`src/rtl/alu32_pkg.sv`:
```
`default_nettype none
// ------------------------------------------------------------------
// alu32_pkg : op codes, scheduler states and flag bit positions
// Rev 1.0
// ------------------------------------------------------------------
package alu32_pkg;

  localparam logic [2:0] OP_NOTA = 3'b000;
  localparam logic [2:0] OP_NOTB = 3'b001;
  localparam logic [2:0] OP_AND  = 3'b010;
  localparam logic [2:0] OP_OR   = 3'b011;
  localparam logic [2:0] OP_XOR  = 3'b100;
  localparam logic [2:0] OP_XNOR = 3'b101;
  localparam logic [2:0] OP_ADD  = 3'b110;
  localparam logic [2:0] OP_SUB  = 3'b111;

  typedef enum logic [1:0] {
    S_IDLE = 2'd0,
    S_EXEC = 2'd1,
    S_RESP = 2'd2
  } state_e;

  localparam int FLAG_N = 3;
  localparam int FLAG_Z = 2;
  localparam int FLAG_C = 1;
  localparam int FLAG_V = 0;

endpackage
`default_nettype wire

```
`src/rtl/rr_arb2.sv`:
```
`default_nettype none
// ------------------------------------------------------------------
// rr_arb2 : two-way round-robin grant; a tie goes to ~last_grant
// Rev 1.0
// ------------------------------------------------------------------
module rr_arb2 (
  input  logic       clk,
  input  logic       reset_n,
  input  logic [1:0] req,
  input  logic       update,
  output logic       grant,
  output logic       grant_valid
);

  logic last_grant_q, last_grant_d;

  always_comb begin
    grant = 1'b0;
    case (req)
      2'b01:   grant = 1'b0;
      2'b10:   grant = 1'b1;
      2'b11:   grant = ~last_grant_q;
      default: grant = 1'b0;
    endcase
    grant_valid  = |req;
    last_grant_d = update ? grant : last_grant_q;
  end

  // Reset to 1 so requester 0 wins the first tie
  always_ff @(posedge clk or negedge reset_n) begin
    if (!reset_n) last_grant_q <= 1'b1;
    else          last_grant_q <= last_grant_d;
  end

endmodule
`default_nettype wire

```
`src/rtl/alu32_sched.sv`:
```
`default_nettype none
// ------------------------------------------------------------------
// alu32_sched : shares one 32-bit ALU between two requesters
// Optional op counters / overflow flag under ALU_SCHED_STATS_EN. Rev 1.0
// ------------------------------------------------------------------
module alu32_sched
  import alu32_pkg::*;
#(
  parameter int DATA_W = 32,
  parameter int OP_W   = 3
) (
  input  logic              clk,
  input  logic              reset_n,
  input  logic [1:0]        req_valid,
  output logic [1:0]        req_ready,
  input  logic [OP_W-1:0]   req_op0,
  input  logic [OP_W-1:0]   req_op1,
  input  logic [DATA_W-1:0] req_a0,
  input  logic [DATA_W-1:0] req_a1,
  input  logic [DATA_W-1:0] req_b0,
  input  logic [DATA_W-1:0] req_b1,
  output logic [OP_W-1:0]   alu_op,
  output logic [DATA_W-1:0] alu_a,
  output logic [DATA_W-1:0] alu_b,
  input  logic [DATA_W-1:0] alu_result,
  input  logic              alu_n,
  input  logic              alu_z,
  input  logic              alu_c,
  input  logic              alu_v,
  output logic [1:0]        rsp_valid,
  input  logic [1:0]        rsp_ready,
  output logic [DATA_W-1:0] rsp_result,
  output logic [3:0]        rsp_flags,
  output logic              busy
`ifdef ALU_SCHED_STATS_EN
  ,
  output logic [15:0]       op_cnt0,
  output logic [15:0]       op_cnt1,
  output logic              ovf_seen
`endif
);

  state_e            state_q, state_d;
  logic              owner_q, owner_d;
  logic [OP_W-1:0]   alu_op_q, alu_op_d;
  logic [DATA_W-1:0] alu_a_q, alu_a_d;
  logic [DATA_W-1:0] alu_b_q, alu_b_d;
  logic [1:0]        rsp_valid_q, rsp_valid_d;
  logic [DATA_W-1:0] rsp_result_q, rsp_result_d;
  logic [3:0]        rsp_flags_q, rsp_flags_d;
  logic              busy_q, busy_d;

  logic grant;
  logic grant_valid;
  logic accept;

  rr_arb2 u_arb (
    .clk         (clk),
    .reset_n     (reset_n),
    .req         (req_valid),
    .update      (accept),
    .grant       (grant),
    .grant_valid (grant_valid)
  );

  always_comb begin
    state_d      = state_q;
    owner_d      = owner_q;
    alu_op_d     = alu_op_q;
    alu_a_d      = alu_a_q;
    alu_b_d      = alu_b_q;
    rsp_valid_d  = rsp_valid_q;
    rsp_result_d = rsp_result_q;
    rsp_flags_d  = rsp_flags_q;
    req_ready    = 2'b00;
    accept       = 1'b0;

    case (state_q)
      S_IDLE: begin
        if (grant_valid) begin
          req_ready[grant] = 1'b1;
          accept           = 1'b1;
          owner_d          = grant;
          alu_op_d         = grant ? req_op1 : req_op0;
          alu_a_d          = grant ? req_a1  : req_a0;
          alu_b_d          = grant ? req_b1  : req_b0;
          state_d          = S_EXEC;
        end
      end
      S_EXEC: begin
        rsp_result_d         = alu_result;
        rsp_flags_d[FLAG_N]  = alu_n;
        rsp_flags_d[FLAG_Z]  = alu_z;
        rsp_flags_d[FLAG_C]  = alu_c;
        rsp_flags_d[FLAG_V]  = alu_v;
        rsp_valid_d          = 2'b00;
        rsp_valid_d[owner_q] = 1'b1;
        state_d              = S_RESP;
      end
      S_RESP: begin
        // Only the owner's ready completes the response
        if (rsp_ready[owner_q]) begin
          rsp_valid_d = 2'b00;
          state_d     = S_IDLE;
        end
      end
      default: state_d = S_IDLE;
    endcase

    busy_d = (state_d != S_IDLE);
  end

  always_ff @(posedge clk or negedge reset_n) begin
    if (!reset_n) begin
      state_q      <= S_IDLE;
      owner_q      <= 1'b0;
      alu_op_q     <= '0;
      alu_a_q      <= '0;
      alu_b_q      <= '0;
      rsp_valid_q  <= 2'b00;
      rsp_result_q <= '0;
      rsp_flags_q  <= 4'b0000;
      busy_q       <= 1'b0;
    end else begin
      state_q      <= state_d;
      owner_q      <= owner_d;
      alu_op_q     <= alu_op_d;
      alu_a_q      <= alu_a_d;
      alu_b_q      <= alu_b_d;
      rsp_valid_q  <= rsp_valid_d;
      rsp_result_q <= rsp_result_d;
      rsp_flags_q  <= rsp_flags_d;
      busy_q       <= busy_d;
    end
  end

  assign alu_op     = alu_op_q;
  assign alu_a      = alu_a_q;
  assign alu_b      = alu_b_q;
  assign rsp_valid  = rsp_valid_q;
  assign rsp_result = rsp_result_q;
  assign rsp_flags  = rsp_flags_q;
  assign busy       = busy_q;

`ifdef ALU_SCHED_STATS_EN
  logic [15:0] op_cnt0_q, op_cnt0_d;
  logic [15:0] op_cnt1_q, op_cnt1_d;
  logic        ovf_seen_q, ovf_seen_d;
  logic        rsp_hs;

  assign rsp_hs = (state_q == S_RESP) && rsp_ready[owner_q];

  always_comb begin
    op_cnt0_d  = op_cnt0_q;
    op_cnt1_d  = op_cnt1_q;
    ovf_seen_d = ovf_seen_q;
    if (rsp_hs && !owner_q && (op_cnt0_q != 16'hFFFF)) op_cnt0_d = op_cnt0_q + 16'd1;
    if (rsp_hs &&  owner_q && (op_cnt1_q != 16'hFFFF)) op_cnt1_d = op_cnt1_q + 16'd1;
    if ((state_q == S_EXEC) && ((alu_op_q == OP_ADD) || (alu_op_q == OP_SUB)) && alu_v)
      ovf_seen_d = 1'b1;
  end

  always_ff @(posedge clk or negedge reset_n) begin
    if (!reset_n) begin
      op_cnt0_q  <= 16'd0;
      op_cnt1_q  <= 16'd0;
      ovf_seen_q <= 1'b0;
    end else begin
      op_cnt0_q  <= op_cnt0_d;
      op_cnt1_q  <= op_cnt1_d;
      ovf_seen_q <= ovf_seen_d;
    end
  end

  assign op_cnt0  = op_cnt0_q;
  assign op_cnt1  = op_cnt1_q;
  assign ovf_seen = ovf_seen_q;
`endif

endmodule
`default_nettype wire
```
`config.mk`:
```
export PLATFORM = sky130hd
export DESIGN_NAME = alu32_sched
export DESIGN_NICKNAME = d
export VERILOG_FILES = /design/src/rtl/alu32_pkg.sv /design/src/rtl/rr_arb2.sv /design/src/rtl/alu32_sched.sv
export SDC_FILE = /design/constraint.sdc
export NUM_CORES = 1
export LEC_CHECK = 0
export BUFFER_PORTS_ARGS = -buffer_cell sky130_fd_sc_hd__buf_2
export CAP_MARGIN = 20
export CORE_AREA = 2 2 110 112
export DETAILED_ROUTE_END_ITERATION = 16
export DIE_AREA = 0 0 112 114
export PLACE_DENSITY = 0.8
export SYNTH_ARGS = -nofsm -noshare
export SYNTH_HDL_FRONTEND = slang
export SYNTH_SLANG_ARGS = --single-unit
```
`constraint.sdc`:
```
create_clock -name clk -period 2.2 [get_ports clk]
set_input_delay 0.11 -clock clk [delete_from_list [all_inputs] [get_ports clk]]
set_output_delay 0.11 -clock clk [all_outputs]
set_load 0.05 [all_outputs]
```
==> results of run 1 <==
## repair_timing
item | in CTS | in global routing
endpoints found under the setup margin | 0 | 0
endpoints found under the hold margin | 63 | 0
hold buffers | 39 | 0
## kinds of logic after synthesis
logic type	after synthesis
AO/OA/AOI/OAI	14
buffers and inverters	26
flip-flops	110
multiplexers	134
AND/OR/NAND/NOR	118
## through the flow
stage	setup WS [ps]	hold WS [ps]	instance area (um2)	std cells
4_1_cts	296	58.0	7410	872
3_5_place_dp	308	53.5	6710	817
5_1_grt	215	61.8	7410	873
6_report	302	73.4	7410	873
3_3_place_gp	353	47.4	6710	817
2_1_floorplan	417	-186	5110	402
## worst max-delay path, cell delays in order (launching register included)
cell	delay [ps]
dfstp_2	570
a21bo_4	340
buf_12	240
mux2_2	350
mux2_2	270
## flip-flops by register name, summed over array words and instances, names as in the netlist
signal and count:
u_arb.last_grant_q 1, busy 1, state_q 2, rsp_valid 2
rsp_result 32, alu_op 3, rsp_flags 4, alu_b 32
alu_a 32, owner_q 1
## path summary, 6_finish.rpt
kind | startpoint | end | slack [ps] | cells after the start
max | u_arb.last_grant_q | alu_a[10] | 300 | 4
min | req_valid[1] | u_arb.last_grant_q | 70 | 3
max reg2reg | u_arb.last_grant_q | alu_a[10] | 300 | 4
min reg2reg | rsp_result[22] | rsp_result[22] | 470 | 2
max in group asynchronous | reset_n | alu_b[18] | 1220 | 3
min in group asynchronous | reset_n | alu_b[6] | 220 | 2
## power by group
group          internal [uW]  switching, uW  total (uW)
logic                   2300           5270        7570
clock network            896            740        1640
registers               3070            585        3660
## final cells by class
class | count | area share [%]
Sequential cell | 110 | 37.1
Timing Repair Buffer | 330 | 26.1
Clock buffer | 9 | 3.04
Inverter | 3 | 0.152
Tap cell | 147 | 2.48
Antenna cell | 1 | 0.0338
Multi-Input combinational cell | 266 | 29.9
Clock inverter | 7 | 1.16
## routing by layer
| layer | routed length (um) | part of all wire (%) |
|---|---|---|
| met3 | 931 | 6.9 |
| met4 | 353 | 2.6 |
| met2 | 7200 | 54 |
| met1 | 4940 | 37 |
| met5 | 13 | 0.097 |
## placed cells by master (no fill, tap or decap), drive strengths merged
| master | n |
|---|---|
| a221oi | 1 |
| nor2 | 1 |
| a311oi | 1 |
| nand2 | 111 |
| a21bo | 1 |
| dfrtp | 109 |
| a21oi | 5 |
| dlygate4sd3 | 39 |
| clkbuf | 9 |
| a31oi | 1 |
| o211ai | 1 |
| nor2b | 3 |
| a21o | 2 |
| inv | 3 |
| clkinv | 3 |
| o21ai | 2 |
| clkinvlp | 3 |
| nand3b | 1 |
| bufinv | 1 |
| nand2b | 1 |
| dfstp | 1 |
| nor3 | 1 |
| buf | 291 |
| diode | 1 |
| mux2 | 134 |
==> flow_metrics.py, run 1 <==
metrics = {
    "logic_synthesis": {
        "synth_area_per_cell_um2": 12.7,
        "synth_mux_area_share_pct": 32.4,
        "synth-seq-cells": 110,
        "netlist_area_um2": 5100,
        "synth_cells": 402,
        "synth-compound-area-share_pct": 1.86,
        "ys_async_sr_fraction_pct": 100,
        "yosysTopAreaCellShare_pct": 53.4,
        "yosysSeqAreaShare_pct": 53.9,
        "yosysMostFrequentCell": "nand2_1",
        "synth_fa_ha_area_share_pct": 0,
        "ys_top_cells_by_count": "nand2_1 (111), dfrtp_1 (109), mux2_2 (96)",
        "synthFlopType": "dfrtp_1",
        "synthXorXnorAreaFrac_pct": 0,
        "synth_fp_nets": 578,
        "yosysWarnings": 0,
        "yosys.area_share.simple_pct": 8.97,
        "synth_edf_count": 0,
        "synth_area_leader_cell": "dfrtp_1",
        "synth_top_family_by_area": "multiplexers",
        "synth_area_leaders": "dfrtp_1 (53%), mux2_2 (21%), mux2_4 (11%)",
        "synth_cell_types": 26,
    },
    "die": {
        "fp.coreArea_um2": 11700,
        "rows": 40,
        "die_w_um": 112,
        "design.die.area_um2": 12800,
        "die_h_um": 114,
        "start_util_pct": 43.6,
        "io_pins": 284,
    },
    "clock_network": {
        "path_clk_slew_ps": 70,
        "ctsResizeCount": 0,
        "cts_buffers": 9,
        "cts_tree": "yes",
        "clock_sinks": 110,
        "clockBufferDepth": 2,
        "htreeDepth": 3,
        "clock_latency_ps": 340,
        "postCtsSetupRepairBufs": 0,
        "root_buffer": "clkbuf_16",
    },
    "global_routing": {
        "grt_pass1_wl_um": 20700,
        "grt_use_total_pct": 20.3,
        "grt_overflow": 0,
        "grt_max_degree": 52,
        "grt_use_met2_pct": 37.8,
        "grtUsageMet3_pct": 4.57,
        "grt_pass1_vias": 4339,
        "grt_antenna_before_repair": 2,
        "busiest_layer": "met2",
        "met1_usage_pct": 22.3,
    },
    "finish": {
        "final_layout_size_suffix_gt1_share_pct": 61.7,
        "finish.utilization_pct": 63.3,
        "multiInputGateArea_um2": 2220,
        "n_fill_cell": 890,
        "num-nets-final": 896,
        "syn_to_final_growth_pct": 45.2,
        "seq_area_um2": 2750,
    },
    "pwr": {
        "p_leak_uw": 0.00388,
        "fin_total_pwr_uw": 12900,
        "ir_worst_vdd_mv": 1.04,
        "p_per_area_nw_per_um2": 1740,
    },
    "sta": {
        "max_slew_margin_pct": 72.3,
        "maxSlewViolCount": 0,
        "hold_violations": 0,
        "rsz0062_at_grt": "false",
        "final-setup-viol-count": 0,
        "fin_skew_ps": 8.40,
        "worst_pin_slew_ps": 415,
        "fmax_mhz": 527,
        "period_share_pct": 86.3,
        "setup_tns_ps": 0,
        "fin_crit_ps": 1900,
    },
    "drt": {
        "routed_wl_um": 13400,
        "antenna_left": 0,
        "first_iter_violations": 187,
        "dr.pass1.iters": 4,
        "vias_per_cell": 4.86,
        "routedWlPerCell_um": 15.4,
        "drc": 0,
        "num_vias": 4240,
    },
    "setup_path": {
        "cp-start-kind": "register",
        "critical_path_class": "register to register",
        "required_ps": 2430,
        "arrival_ps": 2130,
        "crit_path_end_kind": "register",
        "crit_fanout": 29,
    },
    "job": {
        "cap_violations": 0,
    },
    "run_status": {
        "outcome": "complete, no violations",
    },
    "placement": {
        "place.gp.congestion": 0.744,
        "numPortBuffers": 283,
        "dp_hpwl_um": 9680,
    },
    "hold_path": {
        "hold_path_class": "input pin to register",
    },
}
Power figures use the tool's default switching activity.
==> run 2: changes to the inputs <==
- CORE_AREA: 2 2 110 112 -> not set
- CORE_UTILIZATION: not set -> 40
- CTS_BUF_LIST: not set -> sky130_fd_sc_hd__clkbuf_4
- DIE_AREA: 0 0 112 114 -> not set
- PLACE_DENSITY: 0.8 -> 0.73
==> flow_metrics.py, run 2 <==
metrics = {
    "logic_synthesis": {
        "ys_top_cells_by_count": "nand2_1 (111), dfrtp_1 (109), mux2_2 (96)",
        "synth_fp_nets": 578,
        "yosysTopAreaCellShare_pct": 53.4,
        "yosysSeqAreaShare_pct": 53.9,
        "synth_edf_count": 0,
        "yosysMostFrequentCell": "nand2_1",
        "synth_area_leader_cell": "dfrtp_1",
        "synthFlopType": "dfrtp_1",
        "synth_area_leaders": "dfrtp_1 (53%), mux2_2 (21%), mux2_4 (11%)",
        "ys_async_sr_fraction_pct": 100,
        "synth-seq-cells": 110,
        "netlist_area_um2": 5100,
        "synth_cell_types": 26,
        "yosysWarnings": 0,
        "synth_cells": 402,
        "synth_area_per_cell_um2": 12.7,
    },
    "clock_network": {
        "clock_sinks": 110,
        "cts_buffers": 9,
        "postCtsSetupRepairBufs": 0,
        "htreeDepth": 3,
        "clockBufferDepth": 2,
        "postCtsHoldBufs": 172,
        "ctsResizeCount": 0,
        "root_buffer": "clkbuf_4",
    },
    "placement": {
        "dp_hpwl_um": 9750,
        "pre_cts_slack_ps": 289,
        "place.gp.congestion": 0.764,
        "numPortBuffers": 283,
    },
    "run_status": {
        "stop_error": "[ERROR RSZ-0060] Max buffer count reached.",
        "haltStage": "clock tree synthesis (4_1_cts)",
        "outcome": "stopped before the end",
    },
    "die": {
        "die_h_um": 115,
        "rows": 40,
        "start_util_pct": 41.8,
        "io_pins": 284,
        "die_w_um": 115,
    },
}
[run 2: cell counts after synthesis]
Identical to the previous run, type by type.
[run 2: cell families after synthesis]
group           Yosys count  share of synthesized area (%)
buf+inv                  26                           2.87
mux                     134                           32.4
flops                   110                           53.9
simple gates            118                           8.97
compound gates           14                           1.86
[run 2: per-stage QoR]
stage / cell area, um2 / hold slack (ps) / instances
after floorplan: 5110 / -186 / 402
after global placement: 6760 / 49.8 / 843
after detailed placement: 6760 / 52.7 / 843
==> run 3: changes to the inputs <==
- CORE_UTILIZATION: 40 -> 25
- CTS_BUF_LIST: sky130_fd_sc_hd__clkbuf_4 -> not set
- PLACE_DENSITY: 0.73 -> not set
- PLACE_DENSITY_LB_ADDON: not set -> 0.15
==> flow_metrics.py, run 3 (same netlist as run 1, synthesis figures left out) <==
metrics = {
    "sta": {
        "rsz0062_at_grt": "false",
        "fin_crit_ps": 1870,
        "maxSlewViolCount": 0,
        "fin_skew_ps": 6.70,
        "period_share_pct": 84.8,
        "final-setup-viol-count": 0,
        "max_slew_margin_pct": 63.9,
        "hold_violations": 0,
        "worst_pin_slew_ps": 542,
        "hold_slack_ps": 53.6,
        "setup_tns_ps": 0,
        "fmax_mhz": 536,
    },
    "setup_path": {
        "r2r_cells": 4,
        "crit_path_end_kind": "output pin",
        "cp-start-kind": "input pin",
        "critical_path_class": "input pin to output pin",
        "crit_fanout": 12,
        "arrival_ps": 1760,
        "required_ps": 2090,
    },
    "hold_path": {
        "whs_path_depth": 3,
        "hold_path_class": "input pin to register",
    },
    "drt": {
        "dr.pass1.iters": 3,
        "num_vias": 4102,
        "routedWlPerCell_um": 13.5,
        "antenna_left": 0,
        "first_iter_violations": 103,
        "vias_per_cell": 4.13,
        "routed_wl_um": 13400,
        "drc": 0,
    },
    "die": {
        "io_pins": 284,
        "die_h_um": 145,
        "die_w_um": 145,
        "design.die.area_um2": 21000,
        "fp.coreArea_um2": 19700,
        "start_util_pct": 25.9,
        "rows": 51,
    },
    "clock_network": {
        "root_buffer": "clkbuf_16",
        "ctsResizeCount": 0,
        "cts_tree": "yes",
        "cts_buffers": 9,
        "path_clk_slew_ps": 70,
        "clock_sinks": 110,
        "clock_latency_ps": 340,
        "htreeDepth": 3,
        "clockBufferDepth": 2,
    },
    "global_routing": {
        "grt_overflow": 0,
        "grt_pass1_vias": 4081,
        "grt_use_total_pct": 12.7,
        "grt_antenna_before_repair": 0,
        "grt_max_degree": 57,
        "grt_pass1_wl_um": 20300,
    },
    "finish": {
        "n_antenna_cell": 0,
        "num-nets-final": 900,
        "final_cell_mix": "buf_2 (282), nand2_1 (111), dfrtp_1 (109), mux2_2 (96), dlygate4sd3_1 (39)",
        "final_common_cell": "buf_2",
        "syn_to_final_growth_pct": 48.2,
        "final_layout_size_suffix_gt1_share_pct": 61.9,
    },
    "pwr": {
        "p_per_area_nw_per_um2": 1700,
        "p_leak_uw": 0.00391,
        "ir_worst_vdd_mv": 0.724,
    },
    "placement": {
        "numPortBuffers": 283,
        "dp_hpwl_um": 9970,
        "place.gp.congestion": 0.732,
    },
    "run_status": {
        "outcome": "complete, no violations",
    },
    "job": {
        "cap_violations": 0,
    },
}
[run 3: repair_timing]
item,4_1_cts,5_1_grt
buffers inserted,0,0
hold buffers,39,0
hold endpoints to repair,74,0
[run 3: worst max-delay path, stage by stage]
cell,delay [ps]
dlygate4sd3_1,560
buf_2,170
a21bo_4,220
buf_4,210
nor3_2,160
buf_2,320
[run 3: per-layer routing]
layer,global-route usage [%],part of all wire (%),vias to the layer above
li1,-,-,2005
met1,14.1,39,1930
met2,22.8,52,153
met3,3.22,7.7,14
met4,5.43,1.8,0
met5,0,0,-
[run 3: stage by stage]
| step | power [uW] | cells | instance area (um2) | utilization (%) | setup slack [ps] |
|---|---|---|---|---|---|
| after floorplan | 9400 | 402 | 5110 | - | 417 |
| after global routing | 13700 | 994 | 7570 | 38.4 | 235 |
| after global placement | 11200 | 939 | 6860 | 34.8 | 439 |
| after detailed placement | 11300 | 939 | 6860 | 34.8 | 397 |
| final | 12900 | 994 | 7570 | 38.4 | 333 |
| after CTS | 13100 | 994 | 7570 | 38.4 | 326 |
[run 3: area by class of cell]
cell class,count,area (um2)
inverter,3,12.5
clock buffer,11,253
timing repair buffer,334,1940
sequential,110,2750
multi-input combinational,266,2220
fill,1937,12200
tap,265,332
clock inverter,5,61.3
[run 3: final timing paths]
check | start | to | slack [ps]
worst max-delay path | req_valid[0] | req_ready[1] | 330
worst min-delay path | req_valid[1] | u_arb.last_grant_q | 50
worst max register to register | u_arb.last_grant_q | alu_a[2] | 400
worst min register to register | rsp_result[9] | rsp_result[9] | 470
max in group asynchronous | reset_n | alu_b[25] | 1150
min in group asynchronous | reset_n | alu_a[10] | 280
[run 3: power breakdown]
part	total [uW]	internal, uW	switching [uW]
registers	3600	3070	528
logic	7580	2320	5260
clock network	1720	957	762
